## config.mk

```make
export PLATFORM = sky130hd
export DESIGN_NAME = clint_ctrl
export DESIGN_NICKNAME = d
export VERILOG_FILES = /design/src/rtl/clint_ctrl_pkg.sv /design/src/rtl/clint_ctrl.sv
export SDC_FILE = /design/constraint.sdc
export NUM_CORES = 1
export LEC_CHECK = 0
export CORE_ASPECT_RATIO = 1.25
export CORE_MARGIN = 2
export CORE_UTILIZATION = 32
export DETAILED_ROUTE_END_ITERATION = 16
export GPL_TIMING_DRIVEN = 0
export PLACE_DENSITY = 0.86
export SETUP_SLACK_MARGIN = 0.02
export SLEW_MARGIN = 10
export SYNTH_ARGS = -nofsm -noshare
export SYNTH_HDL_FRONTEND = slang
export SYNTH_SLANG_ARGS = --single-unit
```

## constraint.sdc

```tcl
create_clock -name clk -period 1.87 [get_ports clk]
set_input_delay 0.187 -clock clk [delete_from_list [all_inputs] [get_ports clk]]
set_output_delay 0.187 -clock clk [all_outputs]
set_load 0.01 [all_outputs]
```

## src/rtl/clint_ctrl_pkg.sv

```systemverilog
// Shared definitions for the core-local interrupt controller: widths, CSR
// addresses, FSM state encodings, default cause codes and mstatus bit indices.
package clint_ctrl_pkg;

    localparam int CPU_WIDTH      = 32;
    localparam int CSR_ADDR_WIDTH = 12;

    localparam logic [CSR_ADDR_WIDTH-1:0] CSR_MSTATUS = 12'h300;
    localparam logic [CSR_ADDR_WIDTH-1:0] CSR_MTVEC   = 12'h305;
    localparam logic [CSR_ADDR_WIDTH-1:0] CSR_MEPC    = 12'h341;
    localparam logic [CSR_ADDR_WIDTH-1:0] CSR_MCAUSE  = 12'h342;

    typedef enum logic [2:0] {
        S_IDLE      = 3'd0,
        S_W_MEPC    = 3'd1,
        S_W_MSTATUS = 3'd2,
        S_W_MCAUSE  = 3'd3,
        S_W_MRET    = 3'd4
    } clint_state_e;

    localparam logic [CPU_WIDTH-1:0] CAUSE_ECALL_DEF  = 32'd11;
    localparam logic [CPU_WIDTH-1:0] CAUSE_EBREAK_DEF = 32'd3;
    localparam logic [CPU_WIDTH-1:0] CAUSE_TIMER_DEF  = 32'h8000_0007;

    localparam int MIE_BIT_DEF  = 3;
    localparam int MPIE_BIT_DEF = 7;

endpackage

```

## src/rtl/clint_ctrl.sv

```systemverilog
// Core-local trap/interrupt controller. Detects ecall, ebreak, the timer
// interrupt and mret in EX, stalls the pipeline, sequences the mepc/mstatus/
// mcause writes on the CLINT CSR port and redirects fetch.
module clint_ctrl
    import clint_ctrl_pkg::*;
#(
    parameter logic [CPU_WIDTH-1:0] CAUSE_ECALL  = CAUSE_ECALL_DEF,
    parameter logic [CPU_WIDTH-1:0] CAUSE_EBREAK = CAUSE_EBREAK_DEF,
    parameter logic [CPU_WIDTH-1:0] CAUSE_TIMER  = CAUSE_TIMER_DEF,
    parameter int                   MIE_BIT      = MIE_BIT_DEF,
    parameter int                   MPIE_BIT     = MPIE_BIT_DEF
) (
    input  logic                      clk,
    input  logic                      rst_n,
    input  logic                      inst_valid_i,
    input  logic [CPU_WIDTH-1:0]      inst_addr_i,
    input  logic                      ecall_i,
    input  logic                      ebreak_i,
    input  logic                      mret_i,
    input  logic                      jump_flag_i,
    input  logic [CPU_WIDTH-1:0]      jump_addr_i,
    input  logic                      timer_int_i,
    input  logic [CPU_WIDTH-1:0]      csr_mtvec_i,
    input  logic [CPU_WIDTH-1:0]      csr_mepc_i,
    input  logic [CPU_WIDTH-1:0]      csr_mstatus_i,
    output logic                      hold_flag_o,
    output logic                      clint_csr_wr_en_o,
    output logic [CSR_ADDR_WIDTH-1:0] clint_csr_wr_adder_o,
    output logic [CPU_WIDTH-1:0]      clint_csr_wr_data_o,
    output logic                      int_assert_o,
    output logic [CPU_WIDTH-1:0]      int_addr_o
);

    localparam logic [CPU_WIDTH-1:0] INST_BYTES = 4;

    clint_state_e           state, state_next;
    logic [CPU_WIDTH-1:0]   ret_q, cause_q;
    logic                   trap_take, mret_take;
    logic [CPU_WIDTH-1:0]   ret_next, cause_next;
    logic [CPU_WIDTH-1:0]   mstatus_trap, mstatus_mret;

    // Event arbitration in IDLE; rst_n gates it so no output leaks during reset.
    // A timer trap lets the EX instruction retire, so the return address is
    // its successor (or its jump target).
    always_comb begin
        trap_take  = 1'b0;
        mret_take  = 1'b0;
        ret_next   = inst_addr_i;
        cause_next = CAUSE_ECALL;
        if (rst_n && state == S_IDLE && inst_valid_i) begin
            if (ecall_i) begin
                trap_take  = 1'b1;
                cause_next = CAUSE_ECALL;
            end else if (ebreak_i) begin
                trap_take  = 1'b1;
                cause_next = CAUSE_EBREAK;
            end else if (timer_int_i && csr_mstatus_i[MIE_BIT]) begin
                trap_take  = 1'b1;
                cause_next = CAUSE_TIMER;
                ret_next   = jump_flag_i ? jump_addr_i : inst_addr_i + INST_BYTES;
            end else if (mret_i) begin
                mret_take  = 1'b1;
            end
        end
    end

    // State register plus return-address/cause latches captured on trap entry.
    always_ff @(posedge clk or negedge rst_n) begin
        if (!rst_n) begin
            state   <= S_IDLE;
            ret_q   <= '0;
            cause_q <= '0;
        end else begin
            state <= state_next;
            if (trap_take) begin
                ret_q   <= ret_next;
                cause_q <= cause_next;
            end
        end
    end

    // Next-state logic: trap walks mepc -> mstatus -> mcause, mret is one step.
    always_comb begin
        state_next = state;
        case (state)
            S_IDLE: begin
                if (trap_take)      state_next = S_W_MEPC;
                else if (mret_take) state_next = S_W_MRET;
            end
            S_W_MEPC:    state_next = S_W_MSTATUS;
            S_W_MSTATUS: state_next = S_W_MCAUSE;
            S_W_MCAUSE:  state_next = S_IDLE;
            S_W_MRET:    state_next = S_IDLE;
            default:     state_next = S_IDLE;
        endcase
    end

    // mstatus images: trap stacks MIE into MPIE and masks; mret restores MIE.
    always_comb begin
        mstatus_trap           = csr_mstatus_i;
        mstatus_trap[MPIE_BIT] = csr_mstatus_i[MIE_BIT];
        mstatus_trap[MIE_BIT]  = 1'b0;
        mstatus_mret           = csr_mstatus_i;
        mstatus_mret[MIE_BIT]  = csr_mstatus_i[MPIE_BIT];
        mstatus_mret[MPIE_BIT] = 1'b1;
    end

    // Output decode per state; everything defaults to zero.
    always_comb begin
        hold_flag_o          = 1'b0;
        clint_csr_wr_en_o    = 1'b0;
        clint_csr_wr_adder_o = '0;
        clint_csr_wr_data_o  = '0;
        int_assert_o         = 1'b0;
        int_addr_o           = '0;
        case (state)
            S_IDLE: begin
                hold_flag_o = trap_take | mret_take;
            end
            S_W_MEPC: begin
                hold_flag_o          = 1'b1;
                clint_csr_wr_en_o    = 1'b1;
                clint_csr_wr_adder_o = CSR_MEPC;
                clint_csr_wr_data_o  = ret_q;
            end
            S_W_MSTATUS: begin
                hold_flag_o          = 1'b1;
                clint_csr_wr_en_o    = 1'b1;
                clint_csr_wr_adder_o = CSR_MSTATUS;
                clint_csr_wr_data_o  = mstatus_trap;
            end
            S_W_MCAUSE: begin
                hold_flag_o          = 1'b1;
                clint_csr_wr_en_o    = 1'b1;
                clint_csr_wr_adder_o = CSR_MCAUSE;
                clint_csr_wr_data_o  = cause_q;
                int_assert_o         = 1'b1;
                int_addr_o           = csr_mtvec_i;
            end
            S_W_MRET: begin
                hold_flag_o          = 1'b1;
                clint_csr_wr_en_o    = 1'b1;
                clint_csr_wr_adder_o = CSR_MSTATUS;
                clint_csr_wr_data_o  = mstatus_mret;
                int_assert_o         = 1'b1;
                int_addr_o           = csr_mepc_i;
            end
            default: ;
        endcase
    end

endmodule

```

---- Word-level counts from Yosys, hierarchy flattened ----
Cells that the tools add are included.
storage, ports and cells
  register bits ........................... 67
  bits in latches ......................... 0
  RAM bits ................................ 0
  memory bits (read-only) ................. 0
  input port bits ......................... 168
  output and inout port bits .............. 79
  logic and storage cells ................. 44
  memories kept ........................... 0
cells by class
  $add $sub $neg .......................... 1
  $mul .................................... 0
  div/mod/pow operators ................... 0
  magnitude comparators ................... 0
  equality and inequality tests ........... 5
  shift operators ......................... 0
  multiplexer cells ....................... 27
  bitwise gates (word level) .............. 1
  reduce and logical (&&, ||, !) cells .... 7
operator list
  operator                                                               number
  32-bit 2-to-1 mux                                                      9
  32-bit case mux with 4 select lines                                    1
  32-bit case mux with 2 select lines                                    1
  32-bit by 3-bit adder with 32-bit output, second input constant        1
  10-bit case mux with 3 select lines                                    1
  1-bit 2-to-1 mux                                                       11
  3-bit case mux with 3 select lines                                     1
  3-bit by 2-bit equality test with 1-bit output, second input constant  2
  3-bit 2-to-1 mux                                                       2
  2-bit OR reduction                                                     2
  4-bit OR reduction                                                     1
  3-bit by 1-bit equality test with 1-bit output, second input constant  1
  3-bit equality test, second input constant                             1
  1-bit logical AND                                                      3
  3-bit zero test                                                        1
  3-bit inequality test, second input constant                           1
  1-bit case mux with 2 select lines                                     1
  1-bit bitwise OR                                                       1

---- Depth between registers and ports, before layout ----
Gate-level depths: netlist of the first run.
  depth after elaboration ................. 8
  mapped depth ............................ 7

---- Worst setup path after synthesis of the first run ----
No wires, ideal clock.
  kind .................................... register -> register
  from .................................... reg state[1]
  to ...................................... reg ret_q[20]
  data arrival time ....................... 1821 ps
  path slack .............................. -33 ps
  cell stages (with the launch flop) ...... 7
  period minus slack after synthesis ...... 1903 ps
  cells stage by stage .................... dfrtp_1 nor2_2 nand4b_1 nor3_1 clkbuf_1 o211ai_1 a31oi_1
on the way
  longest elaborated chain between the ends .. 4
  elaborated cells on any way between the ends .. 5
ends and longest elaborated chain
  element                                                       line              RTL
  from (decl)                                                   clint_ctrl.sv:36  clint_state_e state, state_next;
  from (signal assigned)                                        clint_ctrl.sv:74  state <= state_next;
  3-bit zero test *                                             clint_ctrl.sv:50  if (rst_n && state == S_IDLE && inst_valid_i) begin
  1-bit logical AND * (2 in series)                             clint_ctrl.sv:50
  32-bit 2-to-1 mux / 1-bit 2-to-1 mux (equally long branches)  clint_ctrl.sv:50
  to (signal assigned)                                          clint_ctrl.sv:76  ret_q <= ret_next;
  to (decl)                                                     clint_ctrl.sv:37  logic [CPU_WIDTH-1:0] ret_q, cause_q;
Every way passes the cells marked *; elsewhere a longest branch is shown, timed or not.
A chain may end at the register's enable or synchronous reset.

---- Worst setup path in the final report of the first run ----
  from .................................... reg state[2]
  to ...................................... out clint_csr_wr_data_o[16]
on the way
  longest elaborated chain between the ends .. 2
  elaborated cells on any way between the ends .. 5
ends and longest elaborated chain
  element                                            line               RTL
  3-bit equality test, or another cell as far along  clint_ctrl.sv:116  case (state)
  32-bit case mux with 4 select lines *              clint_ctrl.sv:116
  to (decl)                                          clint_ctrl.sv:29   output logic [CPU_WIDTH-1:0] clint_csr_wr_data_o,
Marks and branches as above.

==> flow_metrics.tcl, run 1 <==
set metrics [dict create \
    status "complete, but fails checks" \
    violations "negative setup slack" \
    fin_cells 911 \
    ys_seq_area_frac 0.272 \
    grt_pass1_wl_um 31400 \
    tightest_slew_ns 0.873 \
    dieArea_um2 11800 \
    insertedDiodeCount 0 \
    rsz0062_at_grt "yes" \
    synth_enable_flop_cells 0 \
    nFillCells 768 \
    drc_errors 0 \
    slew_violations 0 \
    critPathSlowestCell "dfrtp_1" \
    timing.fmax_mhz 501 \
    slew_headroom 0.418 \
    cts.path.max_buffers 2 \
    min_period_ns 1.99 \
    track_usage 0.349 \
    first_global_vias 5442 \
    rows 42 \
    num-nets-final 947 \
    cp.arrival_ns 1.81 \
    yosys-top-cells-area "dfrtp_1 (27%), a22o_1 (15%), nand2_1 (5.0%), a21oi_1 (4.7%), o21ai_0 (4.2%)" \
    clkSinkCount 38 \
    final_cell_mix "clkdlybuf4s50_1 (143), buf_6 (66), a22o_1 (59)" \
    dpl.hpwl_um 15100 \
    hold_class "primary input to flop" \
    r2r_start "state[1]$_DFFE_PN0P_" \
    synth_seq_cells 38 \
    fin_crit_sh 1.07 \
    drt_first_pass_iters 5 \
    h-tree-depth 2 \
    drv_cap 0 \
    leakagePower_nw 3.28 \
    port_buffers 236 \
    dpl_cell_area_um2 6070 \
    fin_ws_ns -0.125 \
    ir_drop_mv 0.632 \
    setup_viol 69 \
    multiInputGateArea_um2 2770 \
    fin_skew_ns 0.00634 \
    crit_path_max_incr_delay_ns 0.43 \
    powerDensity_nw_per_um2 1110 \
    async_flop_share 1.00 \
    syn_area_um2 3500 \
    die_w_um 97.5 \
    grt_antenna_before_repair 0 \
    cp_max_fo 4 \
    seqCellArea_um2 952 \
    critPathBufInv 5 \
    synth_cell_type_count 62 \
    drive_above_1_share 0.358 \
    core_area_um2 10600 \
    path_class "flop to output port" \
    initial_core_util 0.329 \
    cts-buffers-inserted 5 \
    grt_max_degree 25 \
    required_ns 1.68 \
    die_h_um 121 \
    endpoint_kind "output port" \
    layout_commonest_cell "clkdlybuf4s50_1" \
    detail-route-antenna-nets 0 \
    num_vias 5579 \
    critPathTopFamily "buffers and inverters" \
    first_iter_violations 642 \
    synth_ff_type "dfrtp_1" \
    cts_tree "yes" \
    syn2layout_area_growth_pct 117 \
    tns_ns -3.76 \
    totalWireLength_um 22900 \
    netlist_instances 444 \
    clkTransAtPathRegs_ns 0.06 \
    wl_per_cell_um 25.1 \
    path_common_cell "buf_6" \
    hold_viol 0 \
    ys_warn_count 0 \
    clk_latency_ns 0.29 \
    grt_remaining_overflow 0 \
    stdcell_area_um2 7600 \
    startpoint "state[2]$_DFFE_PN0P_" \
    synth_top_cell_by_area "dfrtp_1" \
    place_congestion 0.997 \
    synth_top_area_frac 0.272 \
    dpl.cell_count 819 \
    cp-start-kind "flop" \
    path_cells "nand2b_4 > a21oi_4 > buf_12 > buf_8 > buf_6 > buf_6 > a22o_1 > buf_2" \
    avgSynthCellArea_um2 7.88 \
    root_buffer "clkbuf_16" \
    via_per_inst 6.12 \
    worstHoldStart "inst_addr_i[11]" \
    ioPinCount 247 \
]
-- flip-flops by register name, summed over array words and instances (netlist names) --
| register | flops |
|---|---|
| ret_q | 32 |
| cause_q | 3 |
| state | 3 |
-- final timing paths --
path | end | slack, ns | depth (start not counted)
max | clint_csr_wr_data_o[16] | -0.12 | 8
min | ret_q[11]$_DFFE_PN0P_ | 0.27 | 3
max reg2reg | ret_q[31]$_DFFE_PN0P_ | -0.05 | 9
min reg2reg | cause_q[2]$_DFFE_PN0P_ | 0.48 | 1
max in group asynchronous | state[1]$_DFFE_PN0P_ | 0.80 | 2
min in group asynchronous | ret_q[19]$_DFFE_PN0P_ | 0.54 | 3
-- cell usage after synthesis (all sizes together), types with 2 or more instances --
| master | n |
|---|---|
| a21oi | 33 |
| o2bb2ai | 3 |
| a211oi | 2 |
| nor3 | 4 |
| or3 | 3 |
| xor2 | 3 |
| dfrtp | 38 |
| mux2i | 6 |
| o32a | 4 |
| o221ai | 3 |
| o21ai | 38 |
| a22o | 60 |
| and3 | 2 |
| nor2 | 29 |
| xnor2 | 15 |
| and4 | 6 |
| inv | 10 |
| or4 | 5 |
| and2 | 3 |
| o31ai | 3 |
| a22oi | 5 |
| o31a | 2 |
| a221oi | 2 |
| nand4 | 11 |
| o22a | 2 |
| buf | 13 |
| or2 | 3 |
| nand2b | 4 |
| nand3 | 13 |
| clkbuf | 31 |
| a31oi | 7 |
| o22ai | 9 |
| nor4 | 7 |
| nand2 | 47 |
-- power breakdown --
group	switching (mW)	total (mW)	internal (mW)
combinational	2.72	5.93	3.21
clock	0.369	0.998	0.629
sequential	0.329	1.54	1.21
total	3.42	8.47	5.05
-- routing by layer --
metal  global-route usage  wire [um]  up-vias
met5                    0          0        -
met4                0.179       1750        0
met3                0.113       2980      134
met2                0.599      10700      479
met1                0.386       7480     2601
li1                     -          -     2365
-- cell type report --
class	count	area share
plain buffers	40	0.0568
clock buffers	5	0.0165
clock inverters	3	0.00593
inverters	10	0.00527
multi-input cells	358	0.364
flip-flops and latches	38	0.125
well taps	132	0.0217
repair buffers	325	0.404
-- worst reg2reg max path, stage by stage, from the launching register on --
cell and delay (ns):
dfrtp_2 0.48, nor2_4 0.16, buf_6 0.12, buf_6 0.09, nand4b_1 0.12, buf_6 0.17
nor2_4 0.11, buf_12 0.15, o22ai_1 0.09, a311oi_1 0.31
-- kinds of logic after synthesis --
| group | count (synthesis) | synth area share |
|---|---|---|
| buf+inv | 54 | 0.0694 |
| fa+ha+maj | 1 | 0.00358 |
| compound gates | 183 | 0.368 |
| xor+xnor | 18 | 0.0451 |
| flops | 38 | 0.272 |
| simple gates | 142 | 0.220 |
| mux | 7 | 0.0204 |
| other cells | 1 | 0.00107 |
-- metrics by stage --
step | util | total power [mW] | hold slack, ns | worst slack (ns)
floorplan | - | 3.29 | -0.109 | 0.0377
finish | 0.716 | 8.47 | 0.266 | -0.125
global placement | 0.570 | 5.55 | 0.451 | -2.44
detailed placement | 0.572 | 5.59 | 0.146 | -1.41
CTS | 0.667 | 7.76 | 0.306 | -0.156
global route | 0.716 | 8.82 | 0.291 | -0.164
-- repair_timing --
| action | 4_1_cts | 5_1_grt |
|---|---|---|
| endpoints found under the hold margin | 14 | 0 |
| setup endpoints to repair | 109 | 101 |
| gates cloned | 5 | 5 |
| setup buffers | 67 | 14 |
| gates resized for setup | 461 | 143 |
| hold buffers | 2 | 0 |
| pin swaps | 37 | 55 |
Note: power is estimated with default switching activity, not from simulation.
==> inputs of run 2 (changes only) <==
--- a/config.mk
+++ b/config.mk
@@ -5,6 +5,7 @@
 export SDC_FILE = /design/constraint.sdc
 export NUM_CORES = 1
 export LEC_CHECK = 0
+export ABC_CLOCK_PERIOD_IN_PS = 1870
 export CORE_ASPECT_RATIO = 1.25
 export CORE_MARGIN = 2
 export CORE_UTILIZATION = 32
@@ -12,6 +13,7 @@
 export GPL_TIMING_DRIVEN = 0
 export PLACE_DENSITY = 0.86
 export SETUP_SLACK_MARGIN = 0.02
+export SKIP_CTS_REPAIR_TIMING = 1
 export SLEW_MARGIN = 10
 export SYNTH_ARGS = -nofsm -noshare
 export SYNTH_HDL_FRONTEND = slang
==> run 2 against run 1 <==
The flow still finishes with violations (negative setup slack). Wire length is 9.4% lower. Critical endpoint is now int_addr_o[6]. Register-to-register slack worse by 0.04 ns. Critical path depth is 1 higher. Maximum frequency is 2.7% lower.
==> flow_metrics.tcl, run 2 (synthesized netlist as in run 1, its figures left out) <==
set metrics [dict create \
    status "complete, but fails checks" \
    violations "negative setup slack" \
    ioPinCount 247 \
    grt_remaining_overflow 0 \
    place_congestion 0.997 \
    drive_above_1_share 0.289 \
    r2r_start "state[1]$_DFFE_PN0P_" \
    totalWireLength_um 20700 \
    crit_cells 9 \
    grt_max_degree 25 \
    drv_cap 0 \
    cts.path.max_buffers 2 \
    largest_reg_flops 32 \
    timing.fmax_mhz 488 \
    num-nets-final 911 \
    dieArea_um2 11800 \
    grt_antenna_before_repair 0 \
    tns_ns -4.18 \
    track_usage 0.311 \
    path_common_cell "buf_6" \
    endpoint_kind "output port" \
    syn2layout_area_growth_pct 107 \
    initial_core_util 0.329 \
    dpl.hpwl_um 15100 \
    cp-start-kind "flop" \
    grt_pass1_wl_um 28100 \
    fin_ws_ns -0.180 \
    critPathTopFamily "buffers and inverters" \
    drt_first_pass_iters 5 \
    fin_skew_ns 0.00870 \
    timing.rr.end "ret_q[20]$_DFFE_PN0P_" \
    hold_viol 0 \
    wl_per_cell_um 23.7 \
    leakagePower_nw 3.34 \
    cp_max_fo 5 \
    rrSetupSlack_ns -0.09 \
    layout_commonest_cell "clkdlybuf4s50_1" \
    port_buffers 236 \
    endpoint "int_addr_o[6]" \
    wl_met1_um 7140 \
    powerDensity_nw_per_um2 1080 \
    tightest_slew_ns 0.724 \
    required_ns 1.68 \
    ir_drop_mv 0.608 \
    cts_tree "yes" \
    drc_errors 0 \
    path_class "flop to output port" \
    rsz0062_at_grt "yes" \
    critPathSlowestCell "dfrtp_1" \
    hold-worst-slack_ns 0.280 \
    top_layer "met4" \
    cts-buffers-inserted 5 \
    die_w_um 97.5 \
    rows 42 \
    die_h_um 121 \
    crit_path_max_incr_delay_ns 0.42 \
    first_iter_violations 454 \
    reg_top3 "ret_q: 32 flops, cause_q: 3 flops, state: 3 flops" \
    clk_latency_ns 0.29 \
    critPathBufInv 6 \
    top_register "ret_q" \
    core_area_um2 10600 \
    fin_crit_sh 1.10 \
    slew_headroom 0.517 \
    slew_violations 0 \
    num_vias 5167 \
    detail-route-antenna-nets 0 \
    hold_class "primary input to flop" \
    nFillCells 820 \
    r2r_cells 10 \
    clkTransAtPathRegs_ns 0.06 \
    first_global_vias 4939 \
    via_per_inst 5.91 \
    startpoint "state[0]$_DFFE_PN0P_" \
    insertedDiodeCount 0 \
    final_cell_mix "clkdlybuf4s50_1 (144), a22o_1 (59), nand2_1 (45)" \
    h-tree-depth 2 \
    min_period_ns 2.05 \
    path_cells "buf_6 > nand2b_4 > nor2_4 > buf_6 > buf_6 > buf_6 > buf_6 > a22o_1 > buf_2" \
    root_buffer "clkbuf_16" \
    clkSinkCount 38 \
    cp.arrival_ns 1.86 \
    wl_met3_um 2680 \
    dr_wl_met2_um 10100 \
    setup_viol 64 \
]
-- run 2: cell count changes in the layout (fill, tap and decap cells not counted), sizes merged --
cell | before | now
clkdlybuf4s50 | 143 | 144
clkbuf | 35 | 42
dlygate4sd2 | 9 | 0
dlymetal6s2s | 2 | 35
clkdlybuf4s15 | 3 | 0
buf | 176 | 111
-- run 2: worst min-delay path by stage --
| stage | slack (ns) | cells after the start | to | start |
|---|---|---|---|---|
| after floorplan | -0.11 | 0 | cause_q[1]$_DFFE_PN0P_ | rst_n |
| after global placement | 0.45 | 1 | cause_q[1]$_DFFE_PN0P_ | cause_q[1]$_DFFE_PN0P_ |
| after detailed placement | 0.15 | 1 | ret_q[23]$_DFFE_PN0P_ | rst_n |
| after CTS | -0.16 | 1 | ret_q[23]$_DFFE_PN0P_ | rst_n |
| after global routing | 0.31 | 3 | ret_q[3]$_DFFE_PN0P_ | inst_addr_i[3] |
| final | 0.28 | 3 | ret_q[4]$_DFFE_PN0P_ | inst_addr_i[4] |
-- run 2: cell type report --
type                    count  area [um2]  area share
clock buffers               5         125      0.0173
clock inverters             3        45.0     0.00622
flip-flops and latches     38         953       0.132
well taps                 132         165      0.0228
plain buffers              43         404      0.0558
inverters                  10        40.0     0.00553
repair buffers            286        2820       0.389
multi-input cells         358        2690       0.372
-- run 2: power breakdown --
part           leakage (nW)  internal (mW)  switching, mW  total (mW)
Sequential            0.441           1.21          0.358        1.57
Clock                0.0760          0.629          0.368       0.997
Combinational          2.82           2.85           2.40        5.25
Total                  3.34           4.69           3.13        7.81
-- run 2: per-layer routing --
| layer | up-vias | track usage |
|---|---|---|
| li1 | 2293 | - |
| met1 | 2415 | 0.354 |
| met2 | 387 | 0.534 |
| met3 | 72 | 0.118 |
| met4 | 0 | 0.108 |
| met5 | - | 0 |
-- run 2: worst min-delay path: cells and delay by family --
family / cells / cell delay, ns
AND/OR/NAND/NOR: 1 / 0.06
buffers and inverters: 1 / 0.17
AO/OA/AOI/OAI: 1 / 0.12
-- run 2: through the flow --
step / worst slack, ns / util / power, mW / cell area (um2) / cells
floorplan: 0.0377 / - / 3.29 / 3530 / 450
global placement: -2.44 / 0.570 / 5.55 / 6050 / 818
detailed placement: -1.41 / 0.572 / 5.59 / 6070 / 819
CTS: -1.71 / 0.588 / 6.61 / 6240 / 827
global route: -0.224 / 0.682 / 8.18 / 7240 / 875
finish: -0.180 / 0.682 / 7.81 / 7240 / 875
==> inputs of run 3 (changes only) <==
--- a/config.mk
+++ b/config.mk
@@ -6,12 +6,13 @@
 export NUM_CORES = 1
 export LEC_CHECK = 0
 export ABC_CLOCK_PERIOD_IN_PS = 1870
-export CORE_ASPECT_RATIO = 1.25
-export CORE_MARGIN = 2
-export CORE_UTILIZATION = 32
+export CORE_AREA = 2 2 95 97
 export DETAILED_ROUTE_END_ITERATION = 16
+export DIE_AREA = 0 0 97 99
+export DONT_BUFFER_PORTS = 1
 export GPL_TIMING_DRIVEN = 0
-export PLACE_DENSITY = 0.86
+export PLACE_DENSITY = 0.65
+export REMOVE_ABC_BUFFERS = 1
 export SETUP_SLACK_MARGIN = 0.02
 export SKIP_CTS_REPAIR_TIMING = 1
 export SLEW_MARGIN = 10
==> constraint.sdc (replaced) <==
create_clock -name clk -period 1.87 [get_ports clk]
set_input_delay 0.374 -clock clk [delete_from_list [all_inputs] [get_ports clk]]
set_output_delay 0.374 -clock clk [all_outputs]
set_load 0.01 [all_outputs]
==> run 3 against run 2 <==
The run still ends with negative setup slack left. Utilization decreased by 15 points. Critical path depth decreased by 5. Critical endpoint is now clint_csr_wr_data_o[12]. Non-clock buffer count decreased by 286. Register-to-register slack about the same. Via count decreased by 23%. Wire length decreased by 26%. Cell count decreased by 35%. Design area decreased by 37%. Setup slack improved by 0.0063 ns. Combinational power decreased by 30%. Maximum frequency increased by 0.31%.
==> flow_metrics.tcl, run 3 (synthesized netlist as in run 1, its figures left out) <==
set metrics [dict create \
    h-tree-depth 2 \
    netSwitchingFraction 0.436 \
    r2r_start "state[2]$_DFFE_PN0P_" \
    dpl.hpwl_um 9590 \
    wl_per_cell_um 26.9 \
    fin_ws_ns -0.174 \
    rows 34 \
    seqPwrFrac 0.260 \
    slew_headroom 0.648 \
    violations "negative setup slack" \
    dpl_worst_slack_ns -1.31 \
    clkTransAtPathRegs_ns 0.09 \
    top_register "ret_q" \
    cts_tree "yes" \
    detail-route-antenna-nets 0 \
    wl_met1_um 5650 \
    grt_antenna_before_repair 0 \
    drt_first_pass_iters 5 \
    fin_cells 572 \
    slew_violations 0 \
    first_global_vias 3317 \
    root_buffer "clkbuf_8" \
    core_area_um2 8550 \
    num-nets-final 633 \
    ir_drop_mv 0.510 \
    grt_max_degree 42 \
    cts.path.max_buffers 2 \
    path_class "flop to output port" \
    syn2layout_area_growth_pct 31.1 \
    power_frac_clock 0.125 \
    clk_latency_ns 0.30 \
    insertedDiodeCount 0 \
    internal_power_mw 3.39 \
    dpl_cell_area_um2 3550 \
    timing.fmax_mhz 489 \
    die_h_um 99 \
    drive_above_1_share 0.272 \
    totalWireLength_um 15400 \
    port_buffers 0 \
    fin_skew_ns 0.0166 \
    largest_reg_flops 32 \
    crit_path_max_incr_delay_ns 0.47 \
    place_congestion 0.859 \
    endpoint "clint_csr_wr_data_o[12]" \
    r2r_cells 4 \
    grt_pass1_wl_um 19000 \
    drc_errors 0 \
    grt_remaining_overflow 0 \
    fin_crit_sh 1.09 \
    hold_viol 0 \
    cp_max_fo 13 \
    cts-buffers-inserted 5 \
    stdcell_area_um2 4580 \
    holdPathStages 1 \
    dpl.cell_count 517 \
    hold_class "primary input to flop" \
    drv_cap 0 \
    min_period_ns 2.04 \
    powerDensity_nw_per_um2 1310 \
    num_vias 4003 \
    cp.arrival_ns 1.67 \
    dieArea_um2 9600 \
    startpoint "state[2]$_DFFE_PN0P_" \
    tightest_slew_ns 0.527 \
    die_w_um 97 \
    top_layer "met4" \
    clkSinkCount 38 \
    setup_viol 70 \
    rrSetupSlack_ns -0.10 \
    leakagePower_nw 1.80 \
    status "complete, but fails checks" \
    critPathSlowestCell "dfrtp_2" \
    track_usage 0.249 \
    cp-start-kind "flop" \
    first_iter_violations 329 \
    rsz0062_at_grt "yes" \
    timing.rr.end "ret_q[20]$_DFFE_PN0P_" \
    initial_core_util 0.409 \
    required_ns 1.50 \
    via_per_inst 7.00 \
    path_cells "nand2b_1 > a21oi_4 > buf_12 > a22o_1" \
    final_cell_mix "nand2_1 (45), dfrtp_1 (35), a22o_4 (33)" \
    ioPinCount 247 \
    p_comb_frac 0.615 \
    reg_top3 "ret_q: 32 flops, cause_q: 3 flops, state: 3 flops" \
    wl_met3_um 1520 \
    endpoint_kind "output port" \
    dr_wl_met2_um 7430 \
    power_switching_mw 2.62 \
    layout_commonest_cell "nand2_1" \
]
==> run 3: cell types whose count changed in the layout (fill, tap and decap cells not counted), moves of 6 or more <==
| cell | delta |
|---|---|
| a22o_1 | -32 |
| clkbuf_1 | -7 |
| a22o_4 | +32 |
| a21oi_2 | -7 |
| dlymetal6s2s_1 | -35 |
| clkbuf_2 | -25 |
| buf_4 | -10 |
| buf_8 | -8 |
| a21oi_1 | +8 |
| nor2_1 | +11 |
| buf_2 | -20 |
| buf_6 | -35 |
| clkbuf_8 | +6 |
| clkdlybuf4s50_1 | -144 |
==> run 3: worst min-delay path by stage <==
stage	to	slack (ns)	from
floorplan	cause_q[1]$_DFFE_PN0P_	0.08	rst_n
global placement	ret_q[14]$_DFFE_PN0P_	0.08	rst_n
detailed placement	ret_q[14]$_DFFE_PN0P_	0.08	rst_n
CTS	ret_q[14]$_DFFE_PN0P_	-0.24	rst_n
global route	ret_q[31]$_DFFE_PN0P_	0.18	inst_addr_i[31]
finish	ret_q[31]$_DFFE_PN0P_	0.19	inst_addr_i[31]
==> run 3: power by group through the flow <==
stage / clock network, mW / logic [mW] / registers (mW)
3_3_place_gp: 0 / 2.14 / 1.51
2_1_floorplan: 0 / 1.78 / 1.41
4_1_cts: 0.752 / 2.26 / 1.52
5_1_grt: 0.792 / 3.92 / 1.60
3_5_place_dp: 0 / 2.25 / 1.53
6_report: 0.751 / 3.70 / 1.56
==> run 3: through the flow <==
stage           util  setup TNS (ns)  hold slack (ns)  power (mW)
4_1_cts        0.428          -94.83           -0.243        4.53
3_5_place_dp   0.415          -72.10           0.0792        3.78
6_report       0.536           -9.97            0.193        6.02
5_1_grt        0.536          -13.33            0.181        6.31
3_3_place_gp   0.403         -145.39           0.0794        3.65
2_1_floorplan      -          -60.75           0.0784        3.19
==> run 3: worst max-delay path: cells and delay by family, from the launching register on <==
family	cells	cell delay [ns]
DFF	1	0.47
and+or+nand+nor	1	0.29
AOI/OAI and AO/OA	2	0.42
buffers and inverters	1	0.18
==> run 3: per-layer routing <==
layer | up-vias | global-route usage
li1 | 1746 | -
met1 | 1928 | 0.312
met2 | 276 | 0.415
met3 | 53 | 0.0645
met4 | 0 | 0.0932
met5 | - | 0
==> run 3: final cells by class <==
| cell class | count | area, um2 |
|---|---|---|
| clock buffer | 6 | 82.6 |
| timing repair buffer | 43 | 500 |
| tap | 108 | 135 |
| fill | 778 | 3970 |
| sequential | 38 | 960 |
| clock inverter | 1 | 30.0 |
| multi-input combinational | 366 | 2840 |
| inverter | 10 | 41.3 |
